<file path="src/rtl/coeff_loader.sv">
// Streams per-filter coefficients from a synchronous ROM into the control-register path.
// Optional running checksum of transferred coefficients: define COEFF_LOADER_CHKSUM_EN.
module coeff_loader #(
    parameter int unsigned NUM_FILTERS = 3,
    parameter int unsigned COEFF_W = 16,
    parameter int unsigned IDX_W = 8,
    parameter int unsigned OP_W = 8,
    parameter int unsigned ROM_AW = 10,
    parameter int unsigned ROM_LAT = 1,
    parameter logic [NUM_FILTERS*IDX_W-1:0] COEFF_COUNTS = {8'd96, 8'd32, 8'd32},
    parameter logic [NUM_FILTERS*OP_W-1:0] OPCODES = {8'h46, 8'h45, 8'h44}
) (
    input  logic                            sys_clk,
    input  logic                            sys_rst,
    input  logic                            coeff_init,
    input  logic                            coeff_abort,
    input  logic [NUM_FILTERS-1:0]          filter_mask,
    output logic [ROM_AW-1:0]               rom_addr,
    input  logic [COEFF_W-1:0]              rom_data,
    output logic [COEFF_W+IDX_W+OP_W-1:0]   cr_coeff,
    output logic                            we_coeff,
    input  logic                            cr_ready,
    output logic                            coeff_busy,
    output logic                            coeff_done,
    output logic [COEFF_W-1:0]              coeff_chksum
);

    localparam int unsigned CMD_W = COEFF_W + IDX_W + OP_W;
    localparam int unsigned F_W   = $clog2(NUM_FILTERS + 1);
    localparam int unsigned F_N   = 2 ** F_W;
    localparam int unsigned LAT_W = (ROM_LAT > 1) ? $clog2(ROM_LAT) : 1;

    typedef enum logic [2:0] {IDLE, SEL, ADDR, WAIT, SEND, DONE} state_t;

    // ROM region start of filter f; masked filters still occupy their region.
    function automatic logic [ROM_AW-1:0] base_of(input int unsigned f);
        logic [ROM_AW-1:0] s;
        s = '0;
        for (int unsigned j = 0; j < NUM_FILTERS; j++)
            if (j < f) s = s + ROM_AW'(COEFF_COUNTS[j*IDX_W +: IDX_W]);
        return s;
    endfunction

    logic [IDX_W-1:0]  cnt_tab  [F_N];
    logic [OP_W-1:0]   op_tab   [F_N];
    logic [ROM_AW-1:0] base_tab [F_N];

    // Tables padded to a power of two so any filter index value is in range.
    for (genvar g = 0; g < F_N; g++) begin : g_tab
        if (g < NUM_FILTERS) begin : g_used
            assign cnt_tab[g]  = COEFF_COUNTS[g*IDX_W +: IDX_W];
            assign op_tab[g]   = OPCODES[g*OP_W +: OP_W];
            assign base_tab[g] = base_of(g);
        end else begin : g_pad
            assign cnt_tab[g]  = '0;
            assign op_tab[g]   = '0;
            assign base_tab[g] = '0;
        end
    end

    state_t               state, state_n;
    logic [F_W-1:0]       f, f_n;
    logic [IDX_W-1:0]     idx, idx_n;
    logic [NUM_FILTERS-1:0] mask_q, mask_n;
    logic [LAT_W-1:0]     lat_cnt, lat_n;
    logic [F_N-1:0]       mask_ext;
    logic                 xfer;
    logic                 last;

    logic [ROM_AW-1:0]    addr_n;
    logic [CMD_W-1:0]     cmd_n;
    logic                 busy_n, we_n, done_n;

    assign mask_ext = F_N'(mask_q);
    assign xfer     = (state == SEND) && cr_ready;
    assign last     = (idx == cnt_tab[f] - IDX_W'(1));

    always_ff @(posedge sys_clk) begin
        if (sys_rst) begin
            state      <= IDLE;
            f          <= '0;
            idx        <= '0;
            mask_q     <= '0;
            lat_cnt    <= '0;
            rom_addr   <= '0;
            cr_coeff   <= '0;
            we_coeff   <= 1'b0;
            coeff_busy <= 1'b0;
            coeff_done <= 1'b0;
        end else begin
            state      <= state_n;
            f          <= f_n;
            idx        <= idx_n;
            mask_q     <= mask_n;
            lat_cnt    <= lat_n;
            rom_addr   <= addr_n;
            cr_coeff   <= cmd_n;
            we_coeff   <= we_n;
            coeff_busy <= busy_n;
            coeff_done <= done_n;
        end
    end

    always_comb begin
        state_n = state;
        f_n     = f;
        idx_n   = idx;
        mask_n  = mask_q;
        lat_n   = lat_cnt;
        case (state)
            IDLE: if (coeff_init && !coeff_abort) begin
                state_n = SEL;
                mask_n  = filter_mask;
                f_n     = '0;
                idx_n   = '0;
            end
            SEL: begin
                if (f == F_W'(NUM_FILTERS))                 state_n = DONE;
                else if (mask_ext[f] && cnt_tab[f] != '0)   state_n = ADDR;
                else                                        f_n = f + F_W'(1);
            end
            ADDR: begin
                state_n = WAIT;
                lat_n   = '0;
            end
            WAIT: begin
                if (lat_cnt == LAT_W'(ROM_LAT - 1)) state_n = SEND;
                else                                lat_n = lat_cnt + LAT_W'(1);
            end
            SEND: if (xfer) begin
                if (last) begin
                    idx_n   = '0;
                    f_n     = f + F_W'(1);
                    state_n = SEL;
                end else begin
                    idx_n   = idx + IDX_W'(1);
                    state_n = ADDR;
                end
            end
            DONE:    state_n = IDLE;
            default: state_n = IDLE;
        endcase
        if (coeff_abort && state != IDLE) state_n = IDLE;
    end

    // Registered outputs are derived from the state being entered.
    always_comb begin
        busy_n = (state_n != IDLE);
        we_n   = (state_n == SEND);
        done_n = (state_n == DONE);
        addr_n = rom_addr;
        cmd_n  = cr_coeff;
        if (state_n == ADDR) addr_n = base_tab[f_n] + ROM_AW'(idx_n);
        if (state == WAIT && state_n == SEND) cmd_n = {rom_data, idx, op_tab[f]};
    end

`ifdef COEFF_LOADER_CHKSUM_EN
    always_ff @(posedge sys_clk) begin
        if (sys_rst)                            coeff_chksum <= '0;
        else if (state == IDLE && state_n != IDLE) coeff_chksum <= '0;
        else if (xfer)                          coeff_chksum <= coeff_chksum + cr_coeff[CMD_W-1 -: COEFF_W];
    end
`else
    assign coeff_chksum = '0;
`endif

endmodule
</file>
<file path="config.mk">
export PLATFORM = sky130hd
export DESIGN_NAME = coeff_loader
export DESIGN_NICKNAME = d
export VERILOG_FILES = /design/src/rtl/coeff_loader.sv
export SDC_FILE = /design/constraint.sdc
export NUM_CORES = 1
export LEC_CHECK = 0
export ABC_AREA = 1
export BUFFER_PORTS_ARGS = -buffer_cell sky130_fd_sc_hd__buf_2
export CORE_MARGIN = 10
export CORE_UTILIZATION = 29
export DETAILED_ROUTE_END_ITERATION = 12
export MAX_ROUTING_LAYER = met4
export PLACE_DENSITY = 0.54
export SLEW_MARGIN = 20
export SYNTH_ARGS = -nofsm -noshare
export SYNTH_HDL_FRONTEND = slang
export SYNTH_SLANG_ARGS = --single-unit
</file>
<file path="constraint.sdc">
create_clock -name sys_clk -period 3 [get_ports sys_clk]
set_clock_uncertainty 0.05 [all_clocks]
set_input_delay 0.6 -clock sys_clk [delete_from_list [all_inputs] [get_ports sys_clk]]
set_output_delay 0.6 -clock sys_clk [all_outputs]
set_load 0.01 [all_outputs]
</file>
# [Yosys cells after proc, flatten, opt, wreduce, memory -nomap -nowiden]
# Cells that the tools add are included.
[totals] register_bits=62 latch_bits=0 ram_bits=0 romBits=0 input_bits=24 out_inout_bits=61 word_cells=72 mem_count=0
[op_classes] addsub=5 mul=0 n_div=0 n_lt_le_gt_ge=3 eq_ne=9 n_shift=0 mux=31 bitwise_logic=2 reduce_logical=12
[ops] operator="2-to-1 mux 8 bit" count=7
[ops] operator="binary-select mux 8 bit (select 2 bit)" count=2
[ops] operator="binary-select mux 10 bit (select 2 bit)" count=1
[ops] operator="2-to-1 mux 10 bit" count=2
[ops] operator="2-to-1 mux 3 bit" count=6
[ops] operator="case mux 8 bit (2 select lines)" count=1
[ops] operator="case mux 3 bit (5 select lines)" count=1
[ops] operator="2-to-1 mux 2 bit" count=6
[ops] operator="adder 10 x 8 -> 10 bit" count=1
[ops] operator="== test 3 x 2 -> 1 bit (second input constant)" count=3
[ops] operator="== test 3 bit (second input constant)" count=3
[ops] operator="adder 8 x 1 -> 8 bit (second input constant)" count=1
[ops] operator="== test 8 bit" count=1
[ops] operator="nonzero test 8 bit" count=1
[ops] operator="subtractor 8 x 1 -> 8 bit (second input constant)" count=1
[ops] operator=">= comparator 3 bit (second input constant)" count=2
[ops] operator="inverter 2 -> 3 bit" count=2
[ops] operator="case mux 2 bit (3 select lines)" count=1
[ops] operator="nonzero test 3 bit" count=2
[ops] operator="logical AND 1 bit" count=5
[ops] operator="== test 3 x 1 -> 1 bit (second input constant)" count=1
[ops] operator="logical NOT 3 bit" count=1
[ops] operator="< comparator 2 x 3 -> 1 bit (second input constant)" count=1
[ops] operator="adder 2 x 1 -> 2 bit (second input constant)" count=1
[ops] operator="8 further kinds" count=9

# [Depth between registers and ports, before layout]
[depth] ltp_word=14 depth_mapped=19 depth_no_buf=19

# [Worst setup path after synthesis]
# OpenSTA, ideal clock, no wires.
[synth_path] kind="register -> register" startpoint="register f[0]" endpoint="register rom_addr[6]" setup_ns=0.070 t_arrival_ns=2.533 required_ns=2.880 slack_ns=0.346 stages_incl_launch_ff=17 path_buffers=0 synth_period_minus_slack_ns=2.654 cell_sequence="dfxtp_1 > inv_1 > ha_1 > nor2_1 > nor2_1 > nor2_1 > nand3_2 > nand2_1 > nand2_1 > nand2_1 > o2111ai_1 > nor2_1 > ha_1 > inv_1 > fa_1 > or2_0 > a21oi_1"
[synth_between] elab_chain_cells=14 word_cells_on_any_way=33 cone_classes="3 x add/sub; 3 x eq/ne; 23 x mux; 2 x bitwise; 2 x reduce/logical"
[synth_lines] element="from (decl)" line="62" text="logic [F_W-1:0] f, f_n;"
[synth_lines] element="from (signal assigned)" line="92" text="f <= f_n;"
[synth_lines] element="inverter 2 -> 3 bit (implied by the code)" line="76, 119"
[synth_lines] element="binary-select mux 8 bit (select 2 bit)" line="76, 119"
[synth_lines] element="2-to-1 mux 8 bit (implied by the code) (2 in series)" line="76, 119"
[synth_lines] element="subtractor 8 x 1 -> 8 bit or nonzero test 8 bit (tied branches)" line="76, 119"
[synth_lines] element="== test 8 bit or logical AND 1 bit (tied branches)" line="76, 119"
[synth_lines] element="2-to-1 mux 2 bit (on tied branches)" line="131, 119"
[synth_lines] element="2-to-1 mux 2 bit (on tied branches)" line="130, 118"
[synth_lines] element="case mux 2 bit (3 select lines)" line="110" text="case (state)"
[synth_lines] element="inverter 2 -> 3 bit (implied by the code)" line="153" text="if (state_n == ADDR) addr_n = base_tab[f_n] + ROM_AW'(idx_n);"
[synth_lines] element="binary-select mux 10 bit (select 2 bit)" line="153"
[synth_lines] element="2-to-1 mux 10 bit (implied by the code) (2 in series)" line="153"
[synth_lines] element="adder 10 x 8 -> 10 bit" line="153"
[synth_lines] element="to (signal assigned)" line="96" text="rom_addr <= addr_n;"
[synth_lines] element="to (decl)" line="18" text="output logic [ROM_AW-1:0] rom_addr,"
# Parallel ways exist; a longest one is shown, timed or not. The select of a mux whose other input is x is not followed.
# A chain may end at the register's enable or synchronous reset.

# [Final worst setup path]
# Ends and elaborated chain as after synthesis.

==> flow_summary.json <==
{
  "outcome": "completed",
  "drtIter0Drc": 94,
  "crit_arrival_ps": 2940,
  "fin_area_sq_um": 3170,
  "synth_edf_count": 0,
  "rsz0062_at_grt": "false",
  "initial_utilization": 0.301,
  "clock.fmax_mhz": 365,
  "antenna_cells": 0,
  "antenna_found_initial": 0,
  "ir_worst_vdd_v": 0.000281,
  "synth_cells": 373,
  "tritoncts": "yes",
  "grt_pass1_vias": 2351,
  "cp_slowest_cell": "fa_1",
  "worst_slack_ps": 257,
  "max_stage_delay_ps": 410,
  "hold_violations": 0,
  "syn_area_sq_um": 2670,
  "hpwl_microns": 5440,
  "synth_warnings": 0,
  "clock_latency_ps": 310,
  "start_kind": "register",
  "slew_viol_final": 0,
  "grt_use_total": 0.107,
  "min_from": "rom_addr[5]$_SDFFE_PP0N_",
  "setup_viol": 0,
  "gp_congestion": 0.887,
  "numCtsBuffers": 5,
  "vias": 2464,
  "startpoint": "f[0]$_SDFF_PP0_",
  "root_buffer": "clkbuf_8",
  "min_period_over_period": 0.914,
  "cts.sinks": 55,
  "nNetsFinal": 468,
  "dpl_cell_area_sq_um": 3000,
  "dr.pass1.iters": 4,
  "ys_seq_elements": 55,
  "dieArea_sq_um": 13400,
  "leakage_nw": 1.60,
  "core_sq_um": 8850,
  "hold_depth": 2,
  "grt_pass1_wl_microns": 11400,
  "synth_top_area_share": 0.413,
  "viasPerCell": 4.51,
  "die_h_microns": 116,
  "final_cell_mix": "73 x nor2_1, 63 x buf_2, 54 x nand2_1, 53 x dfxtp_1, 39 x o21ai_0",
  "layout-drive-gt1-share": 0.233,
  "synth_ff_type": "dfxtp_1",
  "critPathMaxFanout": 5,
  "fin_crit_ps": 2740,
  "dp_slack_ps": 88.4,
  "path_clk_slew_ps": 100,
  "ios": 85,
  "tns_ps": 0,
  "utilization": 0.359,
  "postRouteAntennaNets": 0,
  "rr_worst_depth": 16,
  "drc_errors": 0,
  "yosysSeqAreaShare": 0.413,
  "yosysTopAreaCell": "dfxtp_1",
  "cap_violations": 0,
  "cts_max_path_buffers": 2,
  "crit_path_frequent_cell": "nor2_1",
  "rows": 34,
  "async_flop_share": 0,
  "powerDensity_nw_per_um2": 463,
  "grt_max_degree": 28,
  "layout-area-overhead-vs-synth_pct": 19.0,
  "finalWirelength_microns": 7130,
  "final_common_cell": "nor2_1",
  "htree_levels": 2,
  "cts_hold_buf": 0,
  "cp.required_ps": 3190,
  "wire_per_inst_microns": 13.1,
  "reg2reg_from": "f[0]$_SDFF_PP0_",
  "crit_chain": "inv_1, ha_1, nor2_2, nor2_1, nor2_1, nand3_2, nand2_4, nand2_1, nand2_1, o2111ai_2, nor2_1, ha_1, inv_1, fa_1, or2_0, a21oi_1",
  "ys_types": 31,
  "synth_area_leaders": "dfxtp_1 41%, nor2_1 11%, nand2_1 7.7%",
  "n_fill_cell": 980,
  "worst-setup-path-type": "reg2reg",
  "avgSynthCellArea_sq_um": 7.15,
  "endpoint_kind": "register",
  "port_buffers": 63,
  "die_w_microns": 116,
  "grt-ovfl-total": 0,
  "hp-class": "reg2reg"
}
[report_power, final]
part	internal [mW]	switching, mW	leakage (nW)
Sequential	0.747	0.0126	0.445
Clock	0.275	0.253	0.0618
Combinational	0.0615	0.121	1.10
Total	1.08	0.387	1.60
[cell families after synthesis]
kind of cell               synth area share
adders and majority gates            0.0357
other                               0.00141
DFF                                   0.413
AOI/OAI and AO/OA                     0.141
and+or+nand+nor                       0.260
buffers and inverters                 0.143
xor gates and xnor gates            0.00657
[critical path: cells and delay by family, from the launching register on]
| kind | cells | cell delay (ps) |
|---|---|---|
| buf+inv | 2 | 120 |
| flops | 1 | 380 |
| compound gates | 2 | 220 |
| simple gates | 9 | 1070 |
| fa+ha+maj | 3 | 820 |
[flip-flops by register name (all words and copies together) (netlist names)]
name,cells
coeff_done,1
mask_q,3
coeff_busy,1
state,3
cr_coeff,27
rom_addr,9
f,2
we_coeff,1
idx,8
[final timing paths]
check                                                 to  slack, ps
worst max register to register  rom_addr[6]$_SDFFE_PP0N_        260
worst min-delay path            rom_addr[5]$_SDFFE_PP0N_        420
worst max-delay path            rom_addr[6]$_SDFFE_PP0N_        260
worst min register to register  rom_addr[5]$_SDFFE_PP0N_        420
[metrics by stage]
stage	hold slack [ps]	cells	total power, mW
after floorplan	379	393	0.918
after global placement	406	535	0.952
after detailed placement	406	535	0.953
after CTS	422	543	1.49
after global routing	448	546	1.54
final	417	546	1.47
[Yosys cell counts, types with 3 or more instances]
cell type / count
a21oi_1: 19
buf_4: 23
clkbuf_1: 8
dfxtp_1: 55
ha_1: 6
inv_1: 38
inv_2: 4
nand2_1: 55
nand3_1: 15
nand3_2: 4
nor2_1: 75
nor2_2: 5
nor3_1: 3
o211ai_1: 4
o21ai_0: 40
[cell type report]
type,instances,area (sq um),area share
Clock buffer,6,82.6,0.0260
Clock inverter,2,38.8,0.0122
Inverter,43,163,0.0513
Multi-Input combinational cell,262,1280,0.403
Sequential cell,55,1110,0.349
Tap cell,108,135,0.0426
Timing Repair Buffer,70,368,0.116
[per-layer routing]
metal	GRT usage	vias to the layer above	part of all wire
li1	-	1266	-
met1	0.132	1130	0.46
met2	0.178	62	0.48
met3	0.0171	6	0.046
met4	0.0292	0	0.013
met5	-	-	0
[repair_timing]
action,CTS,global route
hold endpoints to repair,0,0
resized for setup,0,10
setup buffers,0,3
setup endpoints to repair,0,3
Power figures use the tool's default switching activity.
